--- config.mk ---
export PLATFORM = sky130hd
export DESIGN_NAME = torus_xbar_alloc
export DESIGN_NICKNAME = d
export VERILOG_FILES = /design/src/rtl/torus_xbar_alloc.sv
export SDC_FILE = /design/constraint.sdc
export NUM_CORES = 1
export LEC_CHECK = 0
export CAP_MARGIN = 20
export CORE_AREA = 5 5 48 50
export CTS_BUF_LIST = sky130_fd_sc_hd__clkbuf_8
export CTS_CLUSTER_SIZE = 28
export DETAILED_ROUTE_END_ITERATION = 8
export DIE_AREA = 0 0 53 55
export GPL_TIMING_DRIVEN = 0
export PLACE_DENSITY = 0.7
export RECOVER_POWER = 50
export SLEW_MARGIN = 0
export SYNTH_ARGS = -nofsm -noshare
export SYNTH_HDL_FRONTEND = slang
export SYNTH_SLANG_ARGS = --single-unit
--- constraint.sdc ---
create_clock -name clk -period 3.59 [get_ports clk]
set_input_delay 0.718 -clock clk [delete_from_list [all_inputs] [get_ports clk]]
set_output_delay 0.718 -clock clk [all_outputs]
set_load 0.01 [all_outputs]
--- src/rtl/torus_xbar_alloc.sv ---
// -----------------------------------------------------------------------------
// torus_xbar_alloc
//
// Slot-based switch allocator and sequencer for the bit-serial 1-bit torus
// crossbar. Every packet is PKT_LEN bits long and moves one bit per cycle, so
// one slot is PKT_LEN cycles. In the last cycle of each slot the north (N),
// west (W) and PE (P) requests are sampled. The resulting crossbar selects,
// valids, grant and deflection flag are registered and held for the whole
// following slot.
//
// Routing is bufferless deflection:
//   - N has fixed priority and always goes south.
//   - W is always accepted and may be deflected to the other port.
//   - P injects only into a free port. After STARVE_MAX consecutive denied
//     slots, P is allowed to claim its port ahead of W.
//
// Ports:
//   clk        clock
//   rst_n      asynchronous active-low reset
//   n_req      packet on north input next slot (always routed south)
//   w_req      packet on west input next slot
//   w_dir      W preferred port: 0 = east, 1 = south
//   p_req      PE wants to inject next slot
//   p_dir      P requested port: 0 = east, 1 = south
//   slot_last  high in the sampling cycle (last cycle of a slot)
//   n2s        crossbar select south <- N
//   w2s        crossbar select south <- W
//   w2e        crossbar select east  <- W
//   p2s        informational: south <- P
//   p2e        informational: east  <- P
//   so_vld     south output carries a packet this slot
//   eo_vld     east output carries a packet this slot
//   p_gnt      P owns a port this slot
//   w_defl     W routed opposite to w_dir this slot
// -----------------------------------------------------------------------------
module torus_xbar_alloc #(
    parameter int PKT_LEN    = 16,
    parameter int STARVE_MAX = 4
) (
    input  logic clk,
    input  logic rst_n,
    input  logic n_req,
    input  logic w_req,
    input  logic w_dir,
    input  logic p_req,
    input  logic p_dir,
    output logic slot_last,
    output logic n2s,
    output logic w2s,
    output logic w2e,
    output logic p2s,
    output logic p2e,
    output logic so_vld,
    output logic eo_vld,
    output logic p_gnt,
    output logic w_defl
);

    localparam int CW = (PKT_LEN > 1) ? $clog2(PKT_LEN) : 1;
    localparam int SW = $clog2(STARVE_MAX + 1);

    localparam logic [CW-1:0] CNT_LAST = CW'(PKT_LEN - 1);
    localparam logic [SW-1:0] STARVE_TOP = SW'(STARVE_MAX);

    logic [CW-1:0] slot_cnt_q, slot_cnt_d;
    logic [SW-1:0] starve_cnt_q, starve_cnt_d;

    logic n2s_q, w2s_q, w2e_q, p2s_q, p2e_q;
    logic so_vld_q, eo_vld_q, p_gnt_q, w_defl_q;

    logic n2s_d, w2s_d, w2e_d, p2s_d, p2e_d;
    logic so_vld_d, eo_vld_d, p_gnt_d, w_defl_d;

    logic boost;
    logic south_taken, east_taken;
    logic p_port_free, p_opp_free;

    // Free-running slot position; the last count marks the sampling cycle.
    assign slot_last = (slot_cnt_q == CNT_LAST);
    assign slot_cnt_d = slot_last ? '0 : slot_cnt_q + 1'b1;

    // Allocation for the coming slot, from the requests present at the
    // sampling cycle. Ports are claimed in priority order N, boosted P, W,
    // then normal P. W's fallback port is always free: N only takes south,
    // and a boosted P leaves W's alternative port open.
    always_comb begin
        n2s_d       = 1'b0;
        w2s_d       = 1'b0;
        w2e_d       = 1'b0;
        p2s_d       = 1'b0;
        p2e_d       = 1'b0;
        w_defl_d    = 1'b0;
        south_taken = 1'b0;
        east_taken  = 1'b0;
        boost       = (starve_cnt_q == STARVE_TOP);

        if (n_req) begin
            n2s_d       = 1'b1;
            south_taken = 1'b1;
        end

        p_port_free = p_dir ? !south_taken : !east_taken;
        p_opp_free  = p_dir ? !east_taken  : !south_taken;

        if (boost && p_req && p_port_free && (!w_req || p_opp_free)) begin
            p2s_d       = p_dir;
            p2e_d       = !p_dir;
            south_taken = south_taken | p_dir;
            east_taken  = east_taken  | !p_dir;
        end

        if (w_req) begin
            if (w_dir ? !south_taken : !east_taken) begin
                w2s_d = w_dir;
                w2e_d = !w_dir;
            end else begin
                w2s_d    = !w_dir;
                w2e_d    = w_dir;
                w_defl_d = 1'b1;
            end
            south_taken = south_taken | w2s_d;
            east_taken  = east_taken  | w2e_d;
        end

        if (p_req && !(p2s_d || p2e_d)) begin
            if (p_dir && !south_taken) begin
                p2s_d = 1'b1;
            end else if (!p_dir && !east_taken) begin
                p2e_d = 1'b1;
            end
        end

        so_vld_d = n2s_d | w2s_d | p2s_d;
        eo_vld_d = w2e_d | p2e_d;
        p_gnt_d  = p2s_d | p2e_d;

        if (p_req && !p_gnt_d) begin
            starve_cnt_d = boost ? starve_cnt_q : starve_cnt_q + 1'b1;
        end else begin
            starve_cnt_d = '0;
        end
    end

    // Slot counter runs every cycle. Allocation and starvation state change
    // only at slot boundaries and are held for the whole next slot.
    always_ff @(posedge clk or negedge rst_n) begin
        if (!rst_n) begin
            slot_cnt_q   <= '0;
            starve_cnt_q <= '0;
            n2s_q        <= 1'b0;
            w2s_q        <= 1'b0;
            w2e_q        <= 1'b0;
            p2s_q        <= 1'b0;
            p2e_q        <= 1'b0;
            so_vld_q     <= 1'b0;
            eo_vld_q     <= 1'b0;
            p_gnt_q      <= 1'b0;
            w_defl_q     <= 1'b0;
        end else begin
            slot_cnt_q <= slot_cnt_d;
            if (slot_last) begin
                starve_cnt_q <= starve_cnt_d;
                n2s_q        <= n2s_d;
                w2s_q        <= w2s_d;
                w2e_q        <= w2e_d;
                p2s_q        <= p2s_d;
                p2e_q        <= p2e_d;
                so_vld_q     <= so_vld_d;
                eo_vld_q     <= eo_vld_d;
                p_gnt_q      <= p_gnt_d;
                w_defl_q     <= w_defl_d;
            end
        end
    end

    assign n2s    = n2s_q;
    assign w2s    = w2s_q;
    assign w2e    = w2e_q;
    assign p2s    = p2s_q;
    assign p2e    = p2e_q;
    assign so_vld = so_vld_q;
    assign eo_vld = eo_vld_q;
    assign p_gnt  = p_gnt_q;
    assign w_defl = w_defl_q;

endmodule

==> metrics.yaml <==
status: "complete, no violations"
fin_skew_ns: 0.00117
root_buffer: "clkbuf_8"
place_inst: 131
critPathMaxStageDelay_ns: 0.56
p_comb_share_pct: 12.6
critPathLaunch: "slot_cnt_q[0]"
grt_pass1_wl_mm: 2.71
die_w_um: 53
finalSetupViolCount: 0
yosys_register_bits: 16
hp-start: "so_vld"
cts_hold_buf: 0
io_buffers: 13
timing.rr.end: "starve_cnt_q[0]"
power.internal_mw: 0.310
dpl.hpwl_mm: 1.22
busiest_layer: "met2"
die_h_um: 55
fmax_mhz: 386
ir_drop_v: 0.000257
path_cells: "ha_1, nand3_1, inv_2, clkdlybuf4s50_1"
antenna_found_initial: 0
tns_ns: 0
htreeDepth: 1
initial_core_util_pct: 45.2
final_max_slew_viol_count: 0
gp_congestion: 0.830
antenna_cells: 0
first_pass_iters: 4
syn_avg_cell_area_um2: 9.24
synth_edf_count: 0
largest_reg_flops: 4
power_frac_seq_pct: 48.0
finalNonFillerCells: 135
gr-usage-met1_pct: 16.9
critPathMaxFanout: 7
final_common_cell: "dfrtp_1"
fin_crit_ns: 2.59
syn-num-nets: 101
insertion_delay_ns: 0.25
clk_pin_slew_ns: 0.06
maxCapViolations: 0
overflow: 0
areaGrowthSynthToFinish_pct: 25.4
top_regs: "slot_cnt_q (4), starve_cnt_q (3)"
power.switching_mw: 0.0892
die_area_um2: 2920
final_util_pct: 56.7
holdWs_ns: 0.477
synthArstFlopShare_pct: 100
num_vias: 687
synth-seq-area-share_pct: 47.6
numCtsBuffers: 3
ys_warn_count: 0
grt_use_total_pct: 13.3
dp_slack_ns: 1.35
post_drt_via_cell_ratio: 5.09
hold_class: "reg -> reg"
critPathKind: "reg -> out"
grt_pass1_vias: 634
worstPathRequired_ns: 2.87
synth_cell_types: 32
leakagePower_nw: 0.486
r2r_setup_slack_ns: 2.06
rows: 16
finalCritPeriodShare_pct: 72.1
slew_headroom_pct: 52.6
crit_arrival_ns: 1.87
use_met3_pct: 2.68
r2r_cells: 6
grt_use_met2_pct: 20.0
clkSinkCount: 16
post_cts_buffers: 0
worst_pin_slew_ns: 0.709
drive_gt1_share_pct: 10.2
wl_per_cell_um: 11.8
synth-main-ff-cell: "dfrtp_1"
clock_path_buffers: 2
hold_path_depth: 2
worst_slack_ns: 1.00
hold_end: "so_vld"
cp-end-kind: "primary output"
regMostFlops: "slot_cnt_q"
reg2reg_from: "slot_cnt_q[0]"
cts_tree: "done"
grt_setup_unrepaired: "false"
hold_violations: 0
synthCells: 91
sw_frac_of_total_pct: 22.3
cts_resized: 0
wl_mm: 1.60
ios: 17
postRouteAntennaNets: 0
layout_common_cells: "dfrtp_1, nand2_1, clkdlybuf4s50_1"
syn_area_um2: 841
cp-start-kind: "flop"
core_area_um2: 1860
p_per_area_nw_per_um2: 379
cp_slowest_cell: "clkdlybuf4s50_1"
pwr-share-clk_pct: 39.4
first_iter_violations: 13
drc: 0
nets: 119
grt_max_degree: 17
power groups by stage:
stage | clock [mW] | combinational, mW | sequential (mW)
floorplan | 0 | 0.0248 | 0.198
global placement | 0 | 0.0506 | 0.195
detailed placement | 0 | 0.0513 | 0.195
CTS | 0.163 | 0.0515 | 0.192
global route | 0.168 | 0.0573 | 0.193
finish | 0.157 | 0.0505 | 0.192
through the flow:
step / power (mW) / area, um^2
after floorplan: 0.222 / 841
final: 0.400 / 1050
after global placement: 0.245 / 1000
after global routing: 0.418 / 1050
after detailed placement: 0.247 / 1000
after CTS: 0.406 / 1060
synthesized netlist by cell type, drive strengths merged (2+ instances only):
cell,count,area share [%]
a21boi,2,1.8
dfrtp,16,48
ha,3,4.5
o21ai,13,8.2
a21oi,6,3.6
inv,7,3.1
nor2,4,1.8
buf,4,3.1
nand3,5,3.6
nor3,2,1.2
a22o,2,2.1
nand2,12,5.4
routing by layer:
layer,wire (um),up-vias
met5,0,-
met2,720,13
met1,778,318
met4,42,0
li1,-,352
met3,54,4
how the worst max path moves through the flow:
stage / slack, ns / end / depth (start not counted)
after floorplan: 1.90 / starve_cnt_q[0] / 5
after global placement: 1.36 / slot_last / 4
after detailed placement: 1.35 / slot_last / 4
after CTS: 1.08 / slot_last / 4
after global routing: 0.82 / slot_last / 4
final: 1.00 / slot_last / 4
final cells by class:
class                           count  area [um^2]
Tap cell                           27         33.8
Inverter                            7         26.3
Buffer                              5         30.0
Timing Repair Buffer               13          130
Fill cell                         182          807
Clock buffer                        4         55.1
Sequential cell                    16          400
Multi-Input combinational cell     63          379
cells by family (layout without fill, tap and decap cells):
logic type	Yosys count	after routing	share of synthesized area (%)
compound gates	30	30	22.8
xor+xnor	1	1	1.04
fa+ha+maj	3	3	4.46
buf+inv	12	29	6.69
flops	16	16	47.6
simple gates	29	29	17.4
critical path, delay by kind of cell, from the launching register on:
kind	cells	cell delay, ns
adders and majority gates	1	0.22
buffers and inverters	2	0.76
DFF	1	0.38
and+or+nand+nor	1	0.26
Note: power is estimated with default switching activity, not from simulation.
==> patch 1, RTL diff (config.mk and constraints unchanged) <==
Set the parameter `PKT_LEN` to 32 (it was 16).
--- a/src/rtl/torus_xbar_alloc.sv
+++ b/src/rtl/torus_xbar_alloc.sv
@@ -35,5 +35,5 @@
 // -----------------------------------------------------------------------------
 module torus_xbar_alloc #(
-    parameter int PKT_LEN    = 16,
+    parameter int PKT_LEN    = 32,
     parameter int STARVE_MAX = 4
 ) (
Formal check against the unedited RTL: no difference found for any inputs over 10 cycles, from zero or initial values and one cycle with rst_n low; that may be too few to reach the edited logic, so the function may still have changed.
==> patch 1 against the original RTL <==
- area after synthesis increased by 3.3%
- maximum frequency increased by 7.7%
- utilization increased by 1.1 points
- design area increased by 2.0%
- die area unchanged
- register-to-register slack got worse by 0.52 ns
- via count increased by 0.87%
- sequential cell count increased by 1
- setup slack improved by 0.19 ns
- wire length increased by 6.4%
- power decreased by 0.24%
- cell count decreased by 3.0%
- worst hold slack got worse by 0.016 ns
- non-clock buffer count increased by 1
- largest power group unchanged
- highest routed layer unchanged
==> patch 1: results (changes against the original RTL) <==
* Placer congestion estimate at 0.804 (-3.1%)
* Reg-to-reg slack, setup at 1.54 ns (-0.52 ns)
* Leak at 0.485 nW (-0.27%)
* HP Class: flop to flop
* Worst Reg-to-Reg Cells at 7 (+1)
* Outcome: finished, final reports clean
* First-pass GRT wire length at 2.97 mm (+9.4%)
* Vias in the first global route at 675 (+6.5%)
* Iter 0 DRT Violations at 19 (+6)
* Relative slew slack at 50.9% (-1.7 points)
* Root Driver: clkbuf_8
* Crit-path max FO at 3 (-4)
* Synth cell types at 31 (-3.1%)
* Max incr delay on CP at 0.48 ns (-0.08 ns)
* Share of synthesized flip-flops with an asynchronous set or reset at 100% (unchanged)
* Drt pass-1 iters at 4 (unchanged)
* Initial antenna violation count at 0 (unchanged)
* DP Wirelength at 1.28 mm (+5.4%)
* Top cells by area, synth: dfrtp_1, ha_1, o21ai_0
* Final nets at 116 (-2.5%)
* Total track usage at 14.3% (+0.94 points)
* H-tree depth at 1 (unchanged)
* Crit-path slowest cell: clkdlybuf4s50_1
* Post-synthesis sequential area ratio at 49.0% (+1.4 points)
* Hold Path Origin: slot_cnt_q[0]
* IO buf count at 13 (unchanged)
* Layout cells sized above 1 at 9.62% (-0.57 points)
* Fin. max-slew vios at 0 (unchanged)
* CP arrival at 1.69 ns (-0.18 ns)
* Hold Path Cell Cnt at 1 (-1)
* Top cell family by delay on the critical path: buffers and inverters
* Top-count cell post-synth: dfrtp_1
* Largest registers: slot_cnt_q: 5 flops, starve_cnt_q: 3 flops
* Number of gates resized after cts at 0 (unchanged)
* Clock-pin slew on the worst setup and hold paths at 0.06 ns (about the same)
* Largest net degree at the start of global routing at 18 (+1)
* Synth Area per Inst at 9.98 µm² (+8.0%)
* Max VDD drop at 0.000208 V (-19%)
* Synth Net Count at 98 (-3.0%)
* Clk_lat worst skew at 0.25 ns (about the same)
* Setup Skew at 0.00131 ns (+0.000137 ns)
* Detailed-route vias per instance at 5.29 (+4.0%)
* Postcts setup bufs at 0 (unchanged)
* R2r startpoint: slot_cnt_q[0]
* Fillers at 183 (+0.55%)
* Avg WL per Cell at 13.0 µm (+9.6%)
* RR Endpoint: starve_cnt_q[1]
* Commonest cells post-synth: dfrtp_1, inv_1, o21ai_0, nand2_1, nor2_1
* Non-filler cells, final at 131 (-3.0%)
* Dpl ws at 1.45 ns (+0.0947 ns)
* WHS Endpoint: slot_cnt_q[0]
==> patch 1: cell types whose count changed after synthesis, moves of 3 or more <==
cell and change:
o21ai_0 -4, and3_1 +3, a31oi_1 +4, nand4_1 +3, nand2_1 -7, a21oi_1 -3
==> patch 1: kinds of logic after synthesis <==
group	after synthesis	share of synthesized area (%)
buf+inv	13	7.06
flops	17	49.0
mux	2	2.45
xor+xnor	3	3.03
fa+ha+maj	4	5.76
compound gates	25	19.3
simple gates	23	13.4
==> patch 1: where the power goes <==
part	total, mW	switching, mW	internal (mW)
Clock	0.139	0.0618	0.0769
Sequential	0.205	0.00583	0.199
Combinational	0.0549	0.0280	0.0270
==> patch 1: worst max-delay path by stage <==
stage | startpoint | endpoint | slack (ns)
detailed placement | slot_cnt_q[0] | slot_last | 1.45
CTS | slot_cnt_q[0] | slot_last | 1.17
floorplan | slot_cnt_q[0] | w2e | 1.93
global placement | slot_cnt_q[0] | slot_last | 1.46
global route | slot_cnt_q[0] | slot_last | 1.12
finish | slot_cnt_q[0] | slot_last | 1.19
==> patch 1: cell type report <==
type	instances	share of cell area [%]
Buffer	6	3.02
Clock buffer	3	3.84
Clock inverter	1	0.465
Inverter	7	2.44
Multi-Input combinational cell	57	35.5
Sequential cell	17	39.5
Tap cell	27	3.14
Timing Repair Buffer	13	12.1
==> patch 1: metal layers <==
layer  GRT usage (%)  share of wire [%]  vias up
met1            18.6                 48      330
met5               0                  0        -
met3            4.02                4.8        3
met2            21.5                 46       18
li1                -                  -      342
met4            7.66                1.6        0
==> patch 1: per-stage QoR <==
step           instance area [µm²]  hold WS [ns]
2_1_floorplan                  868         0.422
3_3_place_gp                  1030         0.446
3_5_place_dp                  1030         0.453
4_1_cts                       1080         0.461
5_1_grt                       1080         0.471
6_report                      1080         0.461
==> patch 2, RTL diff (same flow settings) <==
Without the edit above. Make the reset (`rst_n`) synchronous in one clocked block. Comments in the files are not updated.
--- a/src/rtl/torus_xbar_alloc.sv
+++ b/src/rtl/torus_xbar_alloc.sv
@@ -144,5 +144,5 @@
     // Slot counter runs every cycle. Allocation and starvation state change
     // only at slot boundaries and are held for the whole next slot.
-    always_ff @(posedge clk or negedge rst_n) begin
+    always_ff @(posedge clk) begin
         if (!rst_n) begin
             slot_cnt_q   <= '0;
Formal check against the unedited RTL: same outputs for any inputs over 10 cycles, from zero or initial values and one cycle with rst_n low; that may be too few to reach the edited logic, so the function may still have changed.
==> patch 2 against the original RTL <==
- area after synthesis down 3.9%
- setup slack better by 0.11 ns
- critical path type unchanged
- wire length up 2.4%
- sequential cell count unchanged
- combinational power down 41%
- first-iteration DRC count decreased by 15%
- power down 6.8%
- design area decreased by 2.6%
==> patch 2: results (changes against the original RTL) <==
* Largest registers: slot_cnt_q: 4 flops, starve_cnt_q: 3 flops
* Synth cell types at 36 (+13%)
* Cell Int Power at 0.291 mW (-6.2%)
* Crit-path max FO at 10 (+3)
* CP arrival at 1.76 ns (-0.11 ns)
* DP Wirelength at 1.24 mm (+1.6%)
* Root Driver: clkbuf_8
* Clk_lat worst skew at 0.25 ns (about the same)
* Post-synthesis sequential area ratio at 39.6% (-8.0 points)
* Avg WL per Cell at 11.8 µm (-0.50%)
* Largest net degree at the start of global routing at 11 (-6)
* Vias in the first global route at 672 (+6.0%)
* Synth Net Count at 105 (+4.0%)
* Synth Area per Inst at 8.51 µm² (-7.9%)
* Max VDD drop at 0.000205 V (-20%)
* Total track usage at 13.8% (+0.44 points)
* Number of gates resized after cts at 0 (unchanged)
* Postcts setup bufs at 0 (unchanged)
* Leak at 0.432 nW (-11%)
* Commonest cells post-synth: dfxtp_1, nand2_1, inv_1, o21ai_1
* Antenna Cells at 0 (unchanged)
* Clock-pin slew on the worst setup and hold paths at 0.06 ns (about the same)
* # setup viols final at 0 (unchanged)
* Layout cells sized above 1 at 14.3% (+4.1 points)
* Detailed-route vias per instance at 5.00 (-1.7%)
* Synthesis warning total at 0 (unchanged)
* DP Cell Count at 135 (+3.1%)
* Final nets at 123 (+3.4%)
* Placer congestion estimate at 0.826 (-0.42%)
* Initial antenna violation count at 0 (unchanged)
* Fillers at 197 (+8.2%)
* CTS tree: yes
* Outcome: finished, final reports clean
* Iter 0 DRT Violations at 11 (-2)
* IO buf count at 13 (unchanged)
* Drt pass-1 iters at 4 (unchanged)
* Top cells by area, synth: dfxtp_1, nand2_1, ha_1
* DP Area at 972 µm² (-3.2%)
* First-pass GRT wire length at 2.79 mm (+2.8%)
* Relative slew slack at 72.0% (+19 points)
* Share of synthesized flip-flops with an asynchronous set or reset at 0% (-100 points)
* Setup Skew at 0.00114 ns (-0.0000281 ns)
* Clock Path Buffers at 2 (unchanged)
* HP Class: flop to flop
* H-tree depth at 1 (unchanged)
* Routed vias at 695 (+1.2%)
* CTS buffer count at 3 (unchanged)
[patch 2: kinds of logic (layout without fill, tap and decap cells)]
group | count (synthesis) | in the layout | synth area share (%)
xor+xnor | 2 | 2 | 2.17
mux | 1 | 1 | 1.24
buf+inv | 13 | 30 | 7.58
simple gates | 32 | 32 | 20.3
fa+ha+maj | 3 | 3 | 4.64
flops | 16 | 16 | 39.6
compound gates | 28 | 28 | 24.5
[patch 2: final timing paths]
path	end	cells past startpoint	startpoint	slack [ns]
setup / recovery	slot_last	5	slot_cnt_q[0]	1.11
hold / removal	p2s	2	p2s	0.45
setup reg to reg	w_defl	6	starve_cnt_q[0]	2.18
hold reg to reg	p2s	2	p2s	0.45
[patch 2: layout make-up]
cell class,instances,share of cell area [%]
multi-input cells,66,41.5
flip-flops and latches,16,31.2
repair buffers,13,12.7
clock buffers,4,5.36
plain buffers,6,3.41
well taps,27,3.29
inverters,7,2.56
[patch 2: stage by stage]
| step | util (%) | hold WS, ns | setup WS (ns) |
|---|---|---|---|
| 2_1_floorplan | - | 0.426 | 2.00 |
| 3_3_place_gp | 52.2 | 0.442 | 1.38 |
| 3_5_place_dp | 52.2 | 0.447 | 1.37 |
| 4_1_cts | 55.2 | 0.455 | 1.09 |
| 5_1_grt | 55.2 | 0.491 | 1.00 |
| 6_report | 55.2 | 0.453 | 1.11 |
[patch 2: routing by layer]
metal,wire (µm),up-vias,track usage [%]
li1,-,367,-
met1,775,308,14.8
met2,735,15,22.9
met3,77,5,3.49
met4,46,0,11.5
met5,0,-,0
[patch 2: critical path: stages, from the launching register on]
cell and delay, ns:
dfxtp_1 0.37, ha_1 0.21, nand3_1 0.12, inv_2 0.09, buf_4 0.17, clkdlybuf4s50_1 0.55
[patch 2: power groups by stage]
stage | Clock, mW | Combinational [mW] | Sequential (mW)
4_1_cts | 0.164 | 0.0307 | 0.183
3_5_place_dp | 0 | 0.0307 | 0.187
5_1_grt | 0.174 | 0.0340 | 0.183
2_1_floorplan | 0 | 0.0208 | 0.186
6_report | 0.160 | 0.0297 | 0.183
3_3_place_gp | 0 | 0.0299 | 0.187
